[config.mk]
export PLATFORM = sky130hd
export DESIGN_NAME = mp_modreduce
export DESIGN_NICKNAME = d
export VERILOG_FILES = /design/src/rtl/mp_pkg.sv /design/src/rtl/mp_sub64.sv /design/src/rtl/mp_modreduce.sv
export SDC_FILE = /design/constraint.sdc
export NUM_CORES = 1
export LEC_CHECK = 0
export BUFFER_PORTS_ARGS = -buffer_cell sky130_fd_sc_hd__buf_2
export CORE_ASPECT_RATIO = 1.5
export CORE_MARGIN = 2
export CORE_UTILIZATION = 52
export CTS_CLUSTER_DIAMETER = 80
export CTS_CLUSTER_SIZE = 14
export DETAILED_ROUTE_END_ITERATION = 12
export PLACE_DENSITY = 0.79
export SYNTH_ARGS = -nofsm -noshare
export SYNTH_HDL_FRONTEND = slang
export SYNTH_SLANG_ARGS = --single-unit
[constraint.sdc]
create_clock -name clk -period 4.6 [get_ports clk]
set_input_delay 0.46 -clock clk [delete_from_list [all_inputs] [get_ports clk]]
set_output_delay 0.46 -clock clk [all_outputs]
set_load 0.02 [all_outputs]
[src/rtl/mp_pkg.sv]
// Shared constants for the multi-precision modular reducer.
// Limb width and FSM state encoding.
package mp_pkg;

  localparam int LIMB_W = 64;

  typedef enum logic [1:0] {
    IDLE   = 2'd0,
    SUB_LO = 2'd1,
    SUB_HI = 2'd2,
    DONE   = 2'd3
  } state_t;

endpackage

[src/rtl/mp_sub64.sv]
// One-limb subtractor: diff = a - b - borrow_in.
// Ports: a, b, borrow_in in; diff, borrow_out out.
module mp_sub64 #(
  parameter int W = 64
) (
  input  logic [W-1:0] a,
  input  logic [W-1:0] b,
  input  logic         borrow_in,
  output logic [W-1:0] diff,
  output logic         borrow_out
);

  logic [W:0] w_ext;

  // The extra top bit wraps to 1 exactly when a borrow is needed.
  assign w_ext = {1'b0, a} - {1'b0, b} - (W+1)'(borrow_in);

  assign diff       = w_ext[W-1:0];
  assign borrow_out = w_ext[W];

endmodule

[src/rtl/mp_modreduce.sv]
// Conditional subtract C mod M, one limb per cycle.
// Ports: clk, resetn, start, C, M in; R, done, busy out.
module mp_modreduce #(
  parameter int LIMB_W = mp_pkg::LIMB_W
) (
  input  logic              clk,
  input  logic              resetn,
  input  logic              start,
  input  logic [2*LIMB_W:0] C,
  input  logic [2*LIMB_W-1:0] M,
  output logic [2*LIMB_W-1:0] R,
  output logic              done,
  output logic              busy
);

  import mp_pkg::*;

  state_t              r_state;
  logic [2*LIMB_W:0]   r_c;
  logic [2*LIMB_W-1:0] r_m;
  logic [LIMB_W-1:0]   r_lo;
  logic                r_bor;
  logic [2*LIMB_W-1:0] r_r;

  logic                w_hi;
  logic [LIMB_W-1:0]   w_a;
  logic [LIMB_W-1:0]   w_b;
  logic                w_bin;
  logic [LIMB_W-1:0]   w_diff;
  logic                w_bout;
  logic                w_take;

  // One shared subtractor: low limbs in SUB_LO, high limbs in SUB_HI.
  assign w_hi  = (r_state == SUB_HI);
  assign w_a   = w_hi ? r_c[2*LIMB_W-1:LIMB_W] : r_c[LIMB_W-1:0];
  assign w_b   = w_hi ? r_m[2*LIMB_W-1:LIMB_W] : r_m[LIMB_W-1:0];
  assign w_bin = w_hi & r_bor;

  mp_sub64 #(
    .W(LIMB_W)
  ) u_sub (
    .a         (w_a),
    .b         (w_b),
    .borrow_in (w_bin),
    .diff      (w_diff),
    .borrow_out(w_bout)
  );

  // Carry bit set means C >= 2^128 > M, so subtract regardless of b.
  assign w_take = r_c[2*LIMB_W] | ~w_bout;

  always_ff @(posedge clk or negedge resetn) begin
    if (!resetn) begin
      r_state <= IDLE;
      r_c     <= '0;
      r_m     <= '0;
      r_lo    <= '0;
      r_bor   <= 1'b0;
      r_r     <= '0;
    end else begin
      unique case (r_state)
        IDLE: begin
          if (start) begin
            r_c     <= C;
            r_m     <= M;
            r_state <= SUB_LO;
          end
        end
        SUB_LO: begin
          r_lo    <= w_diff;
          r_bor   <= w_bout;
          r_state <= SUB_HI;
        end
        SUB_HI: begin
          r_r     <= w_take ? {w_diff, r_lo}
                            : r_c[2*LIMB_W-1:0];
          r_state <= DONE;
        end
        DONE: begin
          r_state <= IDLE;
        end
        default: r_state <= IDLE;
      endcase
    end
  end

  assign R    = r_r;
  assign done = (r_state == DONE);
  assign busy = (r_state != IDLE);

endmodule
==> results of run 1 <==
[repair_timing]
item                       in CTS  in global routing
setup endpoints to repair     112                145
gates cloned                    0                  9
pin swaps                       2                 51
gates resized for setup        14                152
setup buffers                   0                 35
[cells in the mapped netlist (all sizes together) (3+ instances only)]
| cell | instances | area, sq um |
|---|---|---|
| dfrtp | 452 | 11300 |
| mux2 | 386 | 4350 |
| a21oi | 195 | 980 |
| mux2i | 183 | 1830 |
| nor2 | 164 | 616 |
| inv | 140 | 526 |
| ha | 130 | 1630 |
| clkbuf | 84 | 317 |
| nand2 | 58 | 218 |
| o21ai | 50 | 258 |
| xnor2 | 41 | 359 |
| buf | 39 | 269 |
| a21o | 28 | 218 |
| nand4 | 24 | 150 |
| xor2 | 20 | 175 |
| nor3 | 16 | 85.1 |
| a31oi | 15 | 93.8 |
| nand3 | 12 | 60.1 |
| a211oi | 10 | 75.1 |
| nor2b | 10 | 62.6 |
| o211ai | 10 | 75.1 |
| o21a | 9 | 68.8 |
| o21bai | 6 | 45.0 |
| a21boi | 5 | 37.5 |
| a311oi | 5 | 43.8 |
| a2bb2oi | 4 | 35.0 |
| a31o | 4 | 35.0 |
| and2 | 4 | 25.0 |
| nand2b | 4 | 25.0 |
| o31ai | 4 | 30.0 |
| or2 | 4 | 25.0 |
| a221oi | 3 | 43.8 |
| and4 | 3 | 26.3 |
| nand4b | 3 | 26.3 |
| or4 | 3 | 22.5 |
[flip-flops by register name, indices dropped and copies added (netlist names)]
signal / flops
R: 128
r_bor: 1
r_c: 129
r_lo: 64
r_m: 128
r_state: 2
[worst reg2reg max path, delay by kind of cell (launching register included)]
family | cells | cell delay (ns)
and+or+nand+nor | 1 | 0.06
adders and majority gates | 3 | 0.70
DFF | 1 | 0.39
muxes | 2 | 0.55
buffers and inverters | 8 | 1.13
AOI/OAI and AO/OA | 8 | 1.61
[worst max-delay path by stage]
stage                     from      to  slack [ns]
floorplan           r_state[0]  R[116]        0.04
global placement    r_state[0]  R[127]       -0.19
detailed placement  r_state[0]  R[127]       -0.20
CTS                 r_state[0]   R[33]      -0.008
global route        r_state[0]   R[67]       -0.15
finish              r_state[0]   R[67]      -0.005
[routing by layer]
metal | up-vias | wire (um) | part of all wire (%)
met3 | 236 | 2880 | 4.1
met2 | 660 | 37300 | 53
met4 | 2 | 4200 | 6.0
met1 | 9357 | 25400 | 36
li1 | 8548 | - | -
met5 | - | 7 | 0.010
[per-stage QoR]
step           setup WS (ns)  std cells
2_1_floorplan         0.0412       2152
3_3_place_gp          -0.191       3154
3_5_place_dp          -0.198       3154
4_1_cts             -0.00784       3196
5_1_grt               -0.145       3242
6_report            -0.00482       3243
[cell families (layout without fill, tap and decap cells)]
| kind of cell | after synthesis | count (layout) | synth area share (%) |
|---|---|---|---|
| simple gates | 310 | 310 | 5.67 |
| other cells | 0 | 4 | 0 |
| xor+xnor | 61 | 61 | 2.19 |
| fa+ha+maj | 132 | 132 | 6.83 |
| compound gates | 365 | 365 | 9.05 |
| mux | 569 | 569 | 25.3 |
| buf+inv | 263 | 756 | 4.55 |
| flops | 452 | 452 | 46.4 |
[final cells by class]
cell class	count	area, sq um	area share (%)
multi-input combinational	1437	12800	42.2
tap	594	743	2.46
inverter	140	526	1.74
clock inverter	2	17.5	0.0579
timing repair buffer	574	3880	12.8
antenna	4	10.0	0.0331
clock buffer	40	990	3.27
sequential	452	11300	37.4
==> reports/qor.yml, run 1 <==
outcome: "complete, but fails checks"
failed_checks: "setup timing"
first_iter_violations: 1096
ios: 390
stdcell_area_sq_um: 30300
fmax_ghz: 0.217
endpoint_kind: "register"
setup_viol: 1
dpl.hpwl_um: 48400
final.fill_count: 3443
drt-pass1-iter-count: 6
cp_slowest_cell: "dfrtp_1"
fin_nets: 3035
synth-edff-count: 0
fin_ws_ns: -0.00482
cpMostUsedCell: "buf_12"
synth_seq_area_share_pct: 46.4
num_rows: 97
final_hold_viol_count: 0
fp.dieW_um: 181
critical-path-top-delay-family: "compound AO/OA/AOI/OAI gates"
hold_buffers: 0
start_util_pct: 52.5
synthArstFlopShare_pct: 100
crit_chain: "inv_2 > ha_4 > buf_12 > buf_16 > buf_16 > mux2_2 > ha_1 > inv_1 > ha_4 > a21oi_4 > o21a_1 > o21ai_0 > a31oi_1 > o2111a_2 > nor2_4 > a221oi_4 > a21o_4 > buf_12 > buf_12 > clkbuf_16 > mux2i_1 > a21oi_1"
syn-cell-area_sq_um: 24400
fin_crit_ns: 4.60
required_ns: 4.98
path_class: "register to register"
busiest_layer: "met2"
dieArea_sq_um: 48700
portBuffers: 389
syn_avg_cell_area_sq_um: 11.3
cts_root_buf: "clkbuf_16"
clock_skew_ns: 0.0267
tns_ns: -0.00482
final_common_cell: "dfrtp_1"
clock-sinks: 452
worstPathArrival_ns: 4.99
hold_path.class: "input port to async pin"
layout_common_cells: "452 x dfrtp_1, 388 x buf_2, 380 x mux2_2, 177 x a21oi_1, 174 x mux2i_1"
grt_max_degree: 254
yosysUniqueCellTypes: 65
track_usage_pct: 26.4
syn-num-nets: 2544
dpl-instance-area_sq_um: 27800
reg2regPathDepth: 22
fp.dieH_um: 269
grt_pass1_vias: 20036
cts_buffers: 38
clockBufferDepth: 3
rrSetupSlack_ns: -0.005
worstMarginPinSlew_ns: 1.21
ys.flop_type: "dfrtp_1"
worst-path-stages: 22
maxCapViolations: 0
maxSlewHeadroom_pct: 19.2
clk_pin_slew_ns: 0.07
rsz0062_at_grt: "true"
grt_use_met2_pct: 49.8
core_sq_um: 46500
drc: 0
ys_seq_elements: 452
ant_nets: 0
syn2layout_area_growth_pct: 24.1
crit_path_start_kind: "register"
clock_latency_ns: 0.55
whs_ns: 0.00237
cts_tree: "built"
grt_pass1_wl_um: 104000
place_congestion: 0.945
via_per_inst: 5.80
crit_buf_inv: 8
h-tree-depth: 2
fin_util_pct: 65.1
routedWlPerCell_um: 21.5
critPathMaxStageDelay_ns: 0.39
ys.warnings.count: 0
slew_viol_final: 0
fin_crit_sh_pct: 100
vias: 18803
timing.rr.end: "R[67]"
use_met1_pct: 29.0
use_met3_pct: 3.04
r2r-start: "r_state[0]"
overflow: 0
synthCells: 2152
worstPathMaxFanout: 8
drt-total-wl_um: 69800
drive_above_1_share_pct: 42.5
antenna_found_initial: 4
Power of run 1 is left out: the tool's default activity adds up to more than one toggle a clock period on the data nets, which glitch-free logic cannot reach.
==> run 2: changes to the inputs <==
--- a/config.mk
+++ b/config.mk
@@ -8,11 +8,12 @@
 export BUFFER_PORTS_ARGS = -buffer_cell sky130_fd_sc_hd__buf_2
 export CORE_ASPECT_RATIO = 1.5
 export CORE_MARGIN = 2
-export CORE_UTILIZATION = 52
+export CORE_UTILIZATION = 53
 export CTS_CLUSTER_DIAMETER = 80
 export CTS_CLUSTER_SIZE = 14
 export DETAILED_ROUTE_END_ITERATION = 12
-export PLACE_DENSITY = 0.79
+export PLACE_DENSITY = 0.77
+export REMOVE_ABC_BUFFERS = 1
 export SYNTH_ARGS = -nofsm -noshare
 export SYNTH_HDL_FRONTEND = slang
 export SYNTH_SLANG_ARGS = --single-unit
==> constraint.sdc (replaced) <==
create_clock -name clk -period 5.8 [get_ports clk]
set_input_delay 0.58 -clock clk [delete_from_list [all_inputs] [get_ports clk]]
set_output_delay 0.58 -clock clk [all_outputs]
set_load 0.02 [all_outputs]
==> reports/qor.yml, run 2 (same netlist as run 1, synthesis figures left out) <==
outcome: "finished clean"
top_register: "r_c"
num_rows: 96  # -1.0%
ant_nets: 0  # unchanged
routedWlPerCell_um: 20.7  # -3.9%
drc: 0  # unchanged
start_util_pct: 53.4  # +0.97 points
clock_latency_ns: 0.55  # about the same
antenna_found_initial: 8  # +4
fp.dieH_um: 267  # -0.93%
vias: 17619  # -6.3%
required_ns: 6.19  # +1.21 ns
cts_root_buf: "clkbuf_16"
grt_max_degree: 132  # -48%
clk_pin_slew_ns: 0.07  # about the same
fin_crit_sh_pct: 94.8  # -5.4 points
final_common_cell: "dfrtp_1"
maxSlewHeadroom_pct: 20.0  # +0.79 points
drive_above_1_share_pct: 34.8  # -7.6 points
dieArea_sq_um: 47800  # -1.9%
crit_path_start_kind: "register"
cts_setup_buffers: 0  # unchanged
first_iter_violations: 888  # -19%
cts_resized: 0  # -14
cts_buffers: 38  # unchanged
critical-path-top-delay-family: "compound AO/OA/AOI/OAI gates"
dpl.hpwl_um: 46700  # -3.5%
hold_buffers: 0  # unchanged
grt_pass1_vias: 18676  # -6.8%
critPathMaxStageDelay_ns: 0.43  # +0.04 ns
ios: 390  # unchanged
cts_tree: "built"
layout_common_cells: "452 x dfrtp_1, 388 x buf_2, 386 x mux2_2, 194 x a21oi_1, 183 x mux2i_1"
overflow: 0  # unchanged
drt-pass1-iter-count: 5  # -1
syn2layout_area_growth_pct: 14.3
worstPathArrival_ns: 5.89  # +0.90 ns
track_usage_pct: 26.5  # +0.033 points
fin_crit_ns: 5.50  # +0.891 ns
path_class: "register to register"
fmax_ghz: 0.182  # -16%
cp_slowest_cell: "dfrtp_1"
worstPathMaxFanout: 58  # +50
tns_ns: 0  # +0.00482 ns
worstMarginPinSlew_ns: 1.20  # -0.0119 ns
crit_buf_inv: 4  # -4
place_congestion: 0.940  # -0.48%
via_per_inst: 5.73  # -1.2%
setup_viol: 0  # -1
rsz0062_at_grt: "false"
crit_chain: "inv_1 > ha_4 > buf_12 > mux2_2 > ha_1 > inv_1 > ha_1 > nand4_1 > nor3_1 > o2bb2ai_1 > nor3b_2 > o2111a_1 > nor2_1 > o21a_2 > a21o_4 > buf_12 > mux2i_1 > a21oi_1"
clock_skew_ns: 0.0256  # -0.00108 ns
maxCapViolations: 0  # unchanged
portBuffers: 389  # unchanged
hold_path.class: "input port to async pin"
largest_register_ffs: 129  # unchanged
endpoint_kind: "register"
clockBufferDepth: 3  # unchanged
drt-total-wl_um: 63600  # -8.8%
fp.dieW_um: 179  # -0.93%
h-tree-depth: 2  # unchanged
slew_viol_final: 0  # unchanged
grt_pass1_wl_um: 99100  # -4.4%
clock-sinks: 452  # unchanged
fin_nets: 2875  # -5.3%
core_sq_um: 45600  # -1.8%
final_hold_viol_count: 0  # unchanged
==> run 2: cell types whose count changed in the layout (fill, tap and decap cells not counted), moves of 7 or more <==
cell	delta
ha_1	+31
a21oi_1	+17
mux2i_1	+9
o21ai_0	+9
a21oi_2	-10
mux2i_2	-7
buf_4	-126
a21oi_4	-7
buf_12	-10
ha_4	-27
clkbuf_16	-8
==> run 2: metrics by stage <==
| step | area (sq um) | cells | worst slack (ns) | hold WS, ns | utilization [%] |
|---|---|---|---|---|---|
| after CTS | 27900 | 3073 | 0.332 | 0.151 | 61.1 |
| after detailed placement | 26800 | 3031 | 0.369 | 0.490 | 58.8 |
| after global placement | 26800 | 3031 | 0.516 | 0.482 | 58.8 |
| final | 27900 | 3076 | 0.304 | 0.0922 | 61.1 |
| after floorplan | 23800 | 2029 | -3.67 | 0.284 | - |
| after global routing | 27900 | 3075 | 0.0588 | 0.185 | 61.1 |
==> run 2: final timing paths <==
check,cells after the start,to,slack [ns],start
max,18,R[4],0.30,r_state[0]
min,1,r_c[45],0.09,resetn
max reg2reg,18,R[4],0.30,r_state[0]
min reg2reg,2,R[122],0.50,R[122]
max in group asynchronous,2,r_c[128],4.20,resetn
min in group clk,2,r_c[103],0.26,C[103]
==> run 2: area by class of cell <==
cell class                      count  area [sq um]
Timing Repair Buffer              414          2260
Antenna cell                        3          7.51
Clock inverter                      3          47.5
Inverter                          140           526
Tap cell                          588           736
Multi-Input combinational cell   1437         12000
Sequential cell                   452         11300
Fill cell                        3684         17800
Clock buffer                       39           976
==> run 2: routing by layer <==
| layer | up-vias | global-route usage [%] | part of all wire [%] |
|---|---|---|---|
| li1 | 8231 | - | - |
| met5 | - | 0 | 0.083 |
| met3 | 148 | 4.09 | 5.1 |
| met1 | 8728 | 30.5 | 38 |
| met4 | 10 | 10.9 | 4.2 |
| met2 | 502 | 48.4 | 52 |
Power of run 2 is left out for the same reason.
